===== src/rtl/dram_bus_pkg.sv =====
// ---------------------------------------------------------------------------
// dram_bus_pkg
//   Shared definitions for the DRAM/SRAM bus master:
//   - FSM state encoding (IDLE / ACCESS / RECOVER)
//   - bus-level constants for rw and csn
//   - width helper for the per-beat wait-state counter
// ---------------------------------------------------------------------------
package dram_bus_pkg;

    typedef enum logic [1:0] {
        ST_IDLE    = 2'd0,
        ST_ACCESS  = 2'd1,
        ST_RECOVER = 2'd2
    } state_t;

    localparam logic RW_WRITE     = 1'b0;
    localparam logic RW_READ      = 1'b1;
    localparam logic CSN_ACTIVE   = 1'b0;
    localparam logic CSN_INACTIVE = 1'b1;

    // Counter width for a down-counter that must hold WAIT_CYCLES; never below 1 bit
    function automatic int wait_cnt_width(input int wait_cycles);
        int w;
        w = $clog2(wait_cycles + 1);
        return (w < 1) ? 1 : w;
    endfunction

endpackage


===== src/rtl/dram_bus_wait_cnt.sv =====
// ---------------------------------------------------------------------------
// dram_bus_wait_cnt
//   Per-beat wait-state down-counter. Loaded with WAIT_CYCLES at the start of
//   every beat, decremented on tick, and 'last' flags the final cycle of the
//   beat (counter at zero). With WAIT_CYCLES=0 every cycle is a last cycle.
// Ports
//   i_ck   in   clock
//   i_rst  in   synchronous reset, active-high
//   load   in   restart the count for a new beat
//   tick   in   consume one wait cycle
//   last   out  current cycle is the end cycle of the beat
// ---------------------------------------------------------------------------
module dram_bus_wait_cnt
    import dram_bus_pkg::*;
#(
    parameter int WAIT_CYCLES = 0
) (
    input  logic i_ck,
    input  logic i_rst,
    input  logic load,
    input  logic tick,
    output logic last
);

    localparam int              CW       = wait_cnt_width(WAIT_CYCLES);
    localparam logic [CW-1:0]   LOAD_VAL = CW'(WAIT_CYCLES);

    logic [CW-1:0] cnt_r;

    // Wait-state counter: load wins over tick, saturates at zero
    always_ff @(posedge i_ck) begin
        if (i_rst) begin
            cnt_r <= {CW{1'b0}};
        end else if (load) begin
            cnt_r <= LOAD_VAL;
        end else if (tick && (cnt_r != {CW{1'b0}})) begin
            cnt_r <= cnt_r - CW'(1'b1);
        end else begin
            cnt_r <= cnt_r;
        end
    end

    assign last = (cnt_r == {CW{1'b0}});

endmodule


===== src/rtl/dram_bus_master.sv =====
// ---------------------------------------------------------------------------
// dram_bus_master
//   Bus master for the simple DRAM/SRAM port (rw/csn/address/data). Accepts
//   one command in IDLE, runs 1..2^BLEN_W beats of WAIT_CYCLES+1 cycles each
//   with csn held low back-to-back, then spends one RECOVER cycle for bus
//   turnaround before returning to IDLE.
// Ports
//   i_ck, i_rst             clock, synchronous active-high reset
//   i_req/i_we/i_addr/i_len command (sampled only in IDLE); i_len = beats-1
//   i_wdata                 write data: beat 0 with i_req, later beats when
//                           o_wdata_rd=1 (combinational strobe)
//   o_ack/o_busy/o_done     command accepted / in progress / finished
//   o_rdata/o_rvalid        read data of last completed read beat + strobe
//   o_rw/o_csn/o_address    memory bus control (registered)
//   o_data/o_data_oe        bus write data and its output enable
//   i_data                  bus read data
// ---------------------------------------------------------------------------
module dram_bus_master
    import dram_bus_pkg::*;
#(
    parameter int DWIDTH      = 8,
    parameter int AWIDTH      = 4,
    parameter int BLEN_W      = 3,
    parameter int WAIT_CYCLES = 0
) (
    input  logic              i_ck,
    input  logic              i_rst,
    input  logic              i_req,
    input  logic              i_we,
    input  logic [AWIDTH-1:0] i_addr,
    input  logic [BLEN_W-1:0] i_len,
    input  logic [DWIDTH-1:0] i_wdata,
    output logic              o_wdata_rd,
    output logic              o_ack,
    output logic              o_busy,
    output logic [DWIDTH-1:0] o_rdata,
    output logic              o_rvalid,
    output logic              o_done,
    output logic              o_rw,
    output logic              o_csn,
    output logic [AWIDTH-1:0] o_address,
    output logic [DWIDTH-1:0] o_data,
    output logic              o_data_oe,
    input  logic [DWIDTH-1:0] i_data
);

    state_t              state_r;
    logic                we_r;
    logic [BLEN_W-1:0]   len_r;
    logic [BLEN_W-1:0]   beat_r;

    logic                accept_s;
    logic                beat_end_s;
    logic                last_beat_s;
    logic                wait_load_s;
    logic                wait_tick_s;
    logic                wait_last_s;

    assign accept_s    = (state_r == ST_IDLE) && i_req;
    assign beat_end_s  = (state_r == ST_ACCESS) && wait_last_s;
    // beat_r never passes len_r, so len=all-ones completes without overflow
    assign last_beat_s = (beat_r == len_r);
    assign wait_load_s = accept_s || (beat_end_s && !last_beat_s);
    assign wait_tick_s = (state_r == ST_ACCESS) && !wait_last_s;

    // Next write beat's data is taken from i_wdata at this same edge
    assign o_wdata_rd  = beat_end_s && we_r && !last_beat_s;

    dram_bus_wait_cnt #(
        .WAIT_CYCLES (WAIT_CYCLES)
    ) u_wait_cnt (
        .i_ck  (i_ck),
        .i_rst (i_rst),
        .load  (wait_load_s),
        .tick  (wait_tick_s),
        .last  (wait_last_s)
    );

    // Command FSM with all bus and handshake outputs registered
    always_ff @(posedge i_ck) begin
        if (i_rst) begin
            state_r   <= ST_IDLE;
            we_r      <= 1'b0;
            len_r     <= {BLEN_W{1'b0}};
            beat_r    <= {BLEN_W{1'b0}};
            o_ack     <= 1'b0;
            o_busy    <= 1'b0;
            o_rdata   <= {DWIDTH{1'b0}};
            o_rvalid  <= 1'b0;
            o_done    <= 1'b0;
            o_rw      <= RW_READ;
            o_csn     <= CSN_INACTIVE;
            o_address <= {AWIDTH{1'b0}};
            o_data    <= {DWIDTH{1'b0}};
            o_data_oe <= 1'b0;
        end else begin
            // Pulses default low each cycle
            o_ack    <= 1'b0;
            o_rvalid <= 1'b0;
            o_done   <= 1'b0;
            case (state_r)
                ST_IDLE: begin
                    if (i_req) begin
                        state_r   <= ST_ACCESS;
                        we_r      <= i_we;
                        len_r     <= i_len;
                        beat_r    <= {BLEN_W{1'b0}};
                        o_ack     <= 1'b1;
                        o_busy    <= 1'b1;
                        o_csn     <= CSN_ACTIVE;
                        o_rw      <= i_we ? RW_WRITE : RW_READ;
                        o_address <= i_addr;
                        o_data    <= i_wdata;
                        o_data_oe <= i_we;
                    end else begin
                        state_r <= ST_IDLE;
                    end
                end
                ST_ACCESS: begin
                    if (wait_last_s) begin
                        if (!we_r) begin
                            o_rdata  <= i_data;
                            o_rvalid <= 1'b1;
                        end else begin
                            o_rdata  <= o_rdata;
                        end
                        if (!last_beat_s) begin
                            // Back-to-back beat; address wraps at 2^AWIDTH
                            beat_r    <= beat_r + BLEN_W'(1'b1);
                            o_address <= o_address + AWIDTH'(1'b1);
                            if (we_r) begin
                                o_data <= i_wdata;
                            end else begin
                                o_data <= o_data;
                            end
                        end else begin
                            state_r   <= ST_RECOVER;
                            o_csn     <= CSN_INACTIVE;
                            o_rw      <= RW_READ;
                            o_data_oe <= 1'b0;
                            o_address <= {AWIDTH{1'b0}};
                            o_done    <= 1'b1;
                        end
                    end else begin
                        state_r <= ST_ACCESS;
                    end
                end
                ST_RECOVER: begin
                    // One idle bus cycle for turnaround
                    state_r <= ST_IDLE;
                    o_busy  <= 1'b0;
                end
                default: begin
                    state_r   <= ST_IDLE;
                    o_busy    <= 1'b0;
                    o_csn     <= CSN_INACTIVE;
                    o_rw      <= RW_READ;
                    o_data_oe <= 1'b0;
                    o_address <= {AWIDTH{1'b0}};
                end
            endcase
        end
    end

endmodule


===== config.mk =====
export PLATFORM = sky130hd
export DESIGN_NAME = dram_bus_master
export DESIGN_NICKNAME = d
export VERILOG_FILES = /design/src/rtl/dram_bus_pkg.sv /design/src/rtl/dram_bus_wait_cnt.sv /design/src/rtl/dram_bus_master.sv
export SDC_FILE = /design/constraint.sdc
export NUM_CORES = 1
export LEC_CHECK = 0
export ABC_AREA = 1
export CAP_MARGIN = 20
export CORE_UTILIZATION = 50
export CTS_BUF_LIST = sky130_fd_sc_hd__clkbuf_8
export CTS_CLUSTER_DIAMETER = 150
export DETAILED_ROUTE_END_ITERATION = 8
export GPL_TIMING_DRIVEN = 1
export PLACE_DENSITY = 0.95
export SLEW_MARGIN = 20
export SYNTH_ARGS = -nofsm -noshare
export SYNTH_HDL_FRONTEND = slang
export SYNTH_HIERARCHICAL = 1
export SYNTH_SLANG_ARGS = --single-unit
export TNS_END_PERCENT = 100

===== constraint.sdc =====
create_clock -name i_ck -period 2.2 [get_ports i_ck]
set_input_delay 0.44 -clock i_ck [delete_from_list [all_inputs] [get_ports i_ck]]
set_output_delay 0.44 -clock i_ck [all_outputs]
set_load 0.02 [all_outputs]

==> results.ini, run 1 <==
[status]
status = complete, no violations

[clock_tree]
clock_sinks = 37
clock_latency_ps = 280
h-tree-depth = 2
cts_buffers = 5
cts.reportedPaths.clkPinSlew_ps = 70
cts_buffer_depth = 2
cts_tree = done
clock-root-buffer = clkbuf_8
cts_hold_buf = 0

[placed_design]
dpl.hpwl_um = 2530
pre_cts_ws_ps = 124
place_congestion = 0.834
place_area_um2 = 2220
port_buffers = 54

[setup_path]
endpoint_kind = output pin
start_kind = register
slowest_stage = dfxtp_1
cp_slowest_stage_delay_ps = 350
cp_cell_sequence = inv_1 -> nor2_4 -> inv_2 -> nor2_1 -> nand2_1 -> inv_1 -> nand2_1 -> inv_1 -> clkdlybuf4s15_1
crit_top_cell = inv_1
crit_type = reg2out
path_delay_family = buffers and inverters
cp_num_buf_inv = 5
critPathMaxFanout = 5
cp_data_arrival_time_ps = 1610
required_ps = 1760

[timing]
final-max-slew-violation-count = 0
hold_viol = 0
period_share_pct = 93.0
rsz0062_at_grt = false
maxSlewHeadroom_pct = 70.1
setup_slack_ps = 155
tns_ps = 0
fmaxAchievable_ghz = 0.489
tightest_slew_ps = 448
period_needed_ps = 2050
setup_viol = 0
finClkSkew_ps = 5.22
hold_ws_ps = 447

[layout]
antenna_cells = 0
area_delta_synth_final_pct = 42.9
final_cell_mix = clkdlybuf4s50_1, nand2_1, dfxtp_1, nor2_1, inv_1
fin_area_um2 = 2320
drive_above_1_share_pct = 9.97
fin_nets = 319
final_common_cell = clkdlybuf4s50_1

[grt]
grt_overflow = 0
grt_pass1_vias = 1376
grt_pass1_wl_um = 5710
grt_max_degree = 17
antenna_found_initial = 0
gr-usage-all-layers_pct = 21.8

[power]
powerDensity_nw_per_um2 = 802
vdd_ir_drop_max_v = 0.000567
finalPower_mw = 1.86
p_leak_nw = 1.07

[drt]
routed_wl_um = 3540
vias = 1597
wl_per_cell_um = 10.6
drtAntennaViolNets = 0
drt-vias-per-instance = 4.77
drc = 0
dr.pass1.iters = 4
drt_iter0_drc = 50

[yosys]
synth-seq-area-share_pct = 45.6
synth-simple-area-share_pct = 30.8
synth_mux_area_share_pct = 0
synth_xor_area_share_pct = 1.08
synthesis.nets = 257
yosysWarnings = 6
synth_compound_area_share_pct = 11.6
syn_avg_cell_area_um2 = 7.12
ys_types = 26
netlist_area_um2 = 1620
synth_top_family_by_area = simple AND/OR/NAND/NOR gates
syn_inst = 228
synth_fa_ha_area_share_pct = 1.54
ys_seq_elements = 37

[floorplan]
core_um2 = 3080
fp-row-count = 20
die_width_um = 59.0
dieArea_um2 = 3480
start_util_pct = 52.7
fp.dieH_um = 59.0
pin_count = 55

[hold_path]
holdCritPathClass = reg2reg

[flow_run]
maxCapViolCount = 0

worst reg2reg max path: cells and delay by family (launching register included):
| kind | cells | cell delay (ps) |
|---|---|---|
| flops | 1 | 320 |
| simple gates | 4 | 450 |
| buf+inv | 2 | 300 |
| compound gates | 2 | 420 |
layer usage:
metal	global-route usage, %	vias up	wire length (um)
met2	37.5	51	1740
met5	0	-	0
met1	25.2	696	1560
met4	8.84	0	61
li1	-	843	-
met3	6.77	7	186
registers in the layout, indices dropped and copies added, names as in the netlist, 2 cells and up:
signal / flops
beat_r: 3
len_r: 3
o_address: 4
o_data: 8
o_rdata: 8
state_r: 2
worst paths after layout:
path / start / endpoint / cells after the start / slack (ps)
worst max-delay path: state_r[0] / o_wdata_rd / 9 / 150
worst min-delay path: u_wait_cnt/cnt_r / u_wait_cnt/cnt_r / 2 / 450
worst max register to register: state_r[0] / o_address[3] / 8 / 610
worst min register to register: u_wait_cnt/cnt_r / u_wait_cnt/cnt_r / 2 / 450
power by group:
| part | internal, mW | switching [mW] |
|---|---|---|
| clock network | 0.215 | 0.224 |
| logic | 0.278 | 0.330 |
| registers | 0.755 | 0.0562 |
| total | 1.25 | 0.610 |
cell families (layout without fill, tap and decap cells):
kind of cell,after synthesis,in the layout
simple gates,114,114
flops,37,37
buf+inv,37,100
compound gates,36,36
fa+ha+maj,2,2
xor+xnor,2,2
cell usage after synthesis, drive strengths merged:
library cell | count | area [um2]
inv | 31 | 116
nand3 | 18 | 95.1
a21oi | 20 | 104
or2 | 1 | 6.26
buf | 3 | 23.8
nor2 | 39 | 171
a22oi | 1 | 7.51
a31oi | 1 | 6.26
dfxtp | 37 | 741
xnor2 | 1 | 8.76
ha | 2 | 25.0
nor4 | 2 | 12.5
xor2 | 1 | 8.76
clkbuf | 3 | 11.3
nand2 | 53 | 209
o21ai | 14 | 70.1
nand4 | 1 | 6.26
layout make-up:
cell class	instances	area [um2]
Fill cell	241	759
Clock inverter	3	13.8
Inverter	31	116
Clock buffer	5	68.8
Multi-Input combinational cell	154	731
Sequential cell	37	741
Tap cell	44	55.1
Timing Repair Buffer	61	593
timing repair:
action / CTS / global route
cloned: 0 / 0
setup buffers: 0 / 2
resized for setup: 1 / 1
pin swaps: 0 / 1
endpoints found under the setup margin: 1 / 1
stage by stage:
step | util, % | instances
5_1_grt | 75.3 | 335
3_5_place_dp | 72.2 | 325
6_report | 75.3 | 335
3_3_place_gp | 72.2 | 325
2_1_floorplan | - | 228
4_1_cts | 74.8 | 333
(Power assumes the default switching activity.)
==> inputs of run 2 (changes only) <==
ABC_AREA = not set   (was 1)
==> run 2 against run 1 <==
  * Worst setup slack improved by 63 ps
  * Flip-flop and latch count did not move
  * Non-clock buffer count rose by 3
  * Via count fell by 4.8%
  * Critical path type unchanged
  * Wire length rose by 8.4%
  * Worst hold slack improved by 10 ps
  * Clock power rose by 6.2%
  * Critical path depth fell by 5
  * Area after synthesis rose by 0.85%
  * Synthesized cell count fell by 18%
==> results.ini, run 2 <==
[yosys]
syn_inst = 186  ; was 228
synthFlopType = dfxtp_1  ; unchanged
syn_avg_cell_area_um2 = 8.80  ; was 7.12 um2
synth_top_area_share_pct = 45.3  ; was 45.6%
synth_area_leaders = dfxtp_1, nand2_1, nand2b_1  ; was dfxtp_1, nand2_1, nor2_1
synthesis.nets = 215  ; was 257
yosysWarnings = 6  ; unchanged
synth_top_family_by_area = simple AND/OR/NAND/NOR gates  ; unchanged
synthArstFlopShare_pct = 0  ; unchanged
ys_types = 38  ; was 26
yosysMostFrequentCell = dfxtp_1  ; was nand2_1
netlist_area_um2 = 1640  ; was 1620 um2
synth-seq-area-share_pct = 45.3  ; was 45.6%
synth_xor_area_share_pct = 4.28  ; was 1.08%
synth_fa_ha_area_share_pct = 1.53  ; was 1.54%
synth-simple-area-share_pct = 24.2  ; was 30.8%
synth_mux_area_share_pct = 5.50  ; was 0%
ys_seq_elements = 37  ; unchanged
synth-edff-count = 0  ; unchanged
synth_area_leader_cell = dfxtp_1  ; unchanged
synth_compound_area_share_pct = 15.8  ; was 11.6%
synth_common_cells = dfxtp_1, nand2_1, a21oi_1  ; was nand2_1, dfxtp_1, nor2_1

[placed_design]
port_buffers = 54  ; unchanged
place_congestion = 0.885  ; was 0.834
place_area_um2 = 2260  ; was 2220 um2
dp_cells = 284  ; was 325
pre_cts_ws_ps = 172  ; was 124 ps
dpl.hpwl_um = 2820  ; was 2530 um

[clock_tree]
h-tree-depth = 2  ; unchanged
clock-root-buffer = clkbuf_8  ; unchanged
cts_tree = done  ; unchanged
cts_hold_buf = 0  ; unchanged
cts.reportedPaths.clkPinSlew_ps = 70  ; about the same
cts_buffer_depth = 2  ; unchanged
cts_buffers = 5  ; unchanged
clock_latency_ps = 290  ; was 280 ps
clock_sinks = 37  ; unchanged

[drt]
vias = 1521  ; was 1597
wl_per_cell_um = 13.2  ; was 10.6 um
drt-vias-per-instance = 5.23  ; was 4.77
drc = 0  ; unchanged
drt_iter0_drc = 82  ; was 50
routed_wl_um = 3840  ; was 3540 um
dr.pass1.iters = 4  ; unchanged
drtAntennaViolNets = 0  ; unchanged

[grt]
grt_max_degree = 26  ; was 17
grt_busiest_layer = met2  ; unchanged
grt_pass1_vias = 1407  ; was 1376
antenna_found_initial = 0  ; unchanged
use_met2_pct = 39.2  ; was 37.5%
grtUsageMet3_pct = 7.21  ; was 6.77%
grt_overflow = 0  ; unchanged
grt_use_met1_pct = 27.9  ; was 25.2%
grt_pass1_wl_um = 6080  ; was 5710 um
gr-usage-all-layers_pct = 23.2  ; was 21.8%

[timing]
tightest_slew_ps = 524  ; was 448 ps
finClkSkew_ps = 5.19  ; was 5.22 ps
fmaxAchievable_ghz = 0.504  ; was 0.489 GHz
rsz0062_at_grt = false  ; unchanged
hold_ws_ps = 457  ; was 447 ps
period_share_pct = 90.1  ; was 93.0%
hold_viol = 0  ; unchanged
setup_viol = 0  ; unchanged
final-max-slew-violation-count = 0  ; unchanged
period_needed_ps = 1980  ; was 2050 ps
tns_ps = 0  ; unchanged
maxSlewHeadroom_pct = 64.1  ; was 70.1%
setup_slack_ps = 217  ; was 155 ps

[status]
status = complete, no violations  ; unchanged

[floorplan]
fp.dieH_um = 59.2  ; was 59.0 um
fp-row-count = 20  ; unchanged
core_um2 = 3080  ; unchanged
pin_count = 55  ; unchanged
die_width_um = 59.2  ; was 59.0 um
dieArea_um2 = 3510  ; was 3480 um2
start_util_pct = 53.2  ; was 52.7%

[power]
p_leak_nw = 0.892  ; was 1.07 nW
vdd_ir_drop_max_v = 0.000401  ; was 0.000567 V
power_frac_comb_pct = 25.2  ; was 32.7%
clock_power_share_pct = 28.3  ; was 23.6%
netSwitchingPower_mw = 0.469  ; was 0.610 mW
intPower_mw = 1.17  ; was 1.25 mW
sw_frac_of_total_pct = 28.6  ; was 32.8%
power_frac_seq_pct = 46.4  ; was 43.7%
powerDensity_nw_per_um2 = 700  ; was 802 nW/um2
finalPower_mw = 1.64  ; was 1.86 mW

[layout]
fin_nets = 276  ; was 319
fillers = 210  ; was 241
fin_util_pct = 76.2  ; was 75.3%
reg_top3 = o_data (8), o_rdata (8), o_address (4)  ; unchanged
seqCellArea_um2 = 741  ; unchanged
fin_cells = 291  ; was 335
multi_input_area_um2 = 841  ; was 731 um2
final_common_cell = clkdlybuf4s50_1  ; unchanged
antenna_cells = 0  ; unchanged
drive_above_1_share_pct = 8.10  ; was 9.97%
fin_area_um2 = 2340  ; was 2320 um2
final_cell_mix = clkdlybuf4s50_1, dfxtp_1, nand2_1, a21oi_1, nand2b_1  ; was clkdlybuf4s50_1, nand2_1, dfxtp_1, nor2_1, inv_1
area_delta_synth_final_pct = 43.3  ; was 42.9%

[hold_path]
holdCritPathClass = reg2reg  ; unchanged

[setup_path]
start_kind = register  ; unchanged
required_ps = 1760  ; about the same
cp_cell_sequence = xnor2_1 -> a31oi_1 -> and2_1 -> dlygate4sd2_1  ; was inv_1 -> nor2_4 -> inv_2 -> nor2_1 -> nand2_1 -> inv_1 -> nand2_1 -> inv_1 -> clkdlybuf4s15_1
crit_type = reg2out  ; unchanged
path_delay_family = flip-flops  ; was buffers and inverters
slowest_stage = dfxtp_1  ; unchanged
endpoint_kind = output pin  ; unchanged
cp_data_arrival_time_ps = 1540  ; was 1610 ps
cp_slowest_stage_delay_ps = 420  ; was 350 ps
critPathMaxFanout = 4  ; was 5
cp_num_buf_inv = 1  ; was 5

[flow_run]
maxCapViolCount = 0  ; unchanged

-- run 2: power groups by stage --
stage	logic [mW]	clock network (mW)	registers [mW]
2_1_floorplan	0.177	0	0.824
3_3_place_gp	0.403	0	0.774
3_5_place_dp	0.412	0	0.776
4_1_cts	0.414	0.467	0.762
5_1_grt	0.450	0.494	0.766
6_report	0.414	0.465	0.762
-- run 2: cells by family (layout without fill, tap and decap cells) --
group,count (synthesis),after routing
compound gates,39,39
xor+xnor,8,8
fa+ha+maj,2,2
buf+inv,12,73
flops,37,37
mux,9,9
simple gates,79,79
-- run 2: worst paths after layout --
| kind | start | to | slack, ps | cells past startpoint |
|---|---|---|---|---|
| setup / recovery | beat_r[2] | o_wdata_rd | 220 | 4 |
| hold / removal | o_rdata[0] | o_rdata[0] | 460 | 2 |
| setup reg to reg | beat_r[2] | o_csn | 590 | 4 |
| hold reg to reg | o_rdata[0] | o_rdata[0] | 460 | 2 |
-- run 2: tightest hold or removal path, cell delays in order (launching register included) --
cell,delay [ps]
dfxtp_1,310
nand2_1,50
a21oi_1,50
-- run 2: cell type report --
| class | count | area share [%] |
|---|---|---|
| timing repair buffer | 64 | 26.2 |
| clock inverter | 1 | 0.160 |
| inverter | 2 | 0.320 |
| sequential | 37 | 31.6 |
| multi-input combinational | 137 | 35.9 |
| clock buffer | 6 | 3.52 |
| tap | 44 | 2.35 |
-- run 2: routing by layer --
metal  vias to the layer above  wire length, um
met5                         -                0
met3                         7              173
met4                         0               34
met1                       708             1670
met2                        46             1960
li1                        760                -
-- run 2: timing repair --
| action | CTS | global route |
|---|---|---|
| setup buffers | 0 | 0 |
| setup endpoints to repair | 1 | 0 |
| resized for setup | 1 | 0 |
| hold endpoints to repair | 0 | 0 |
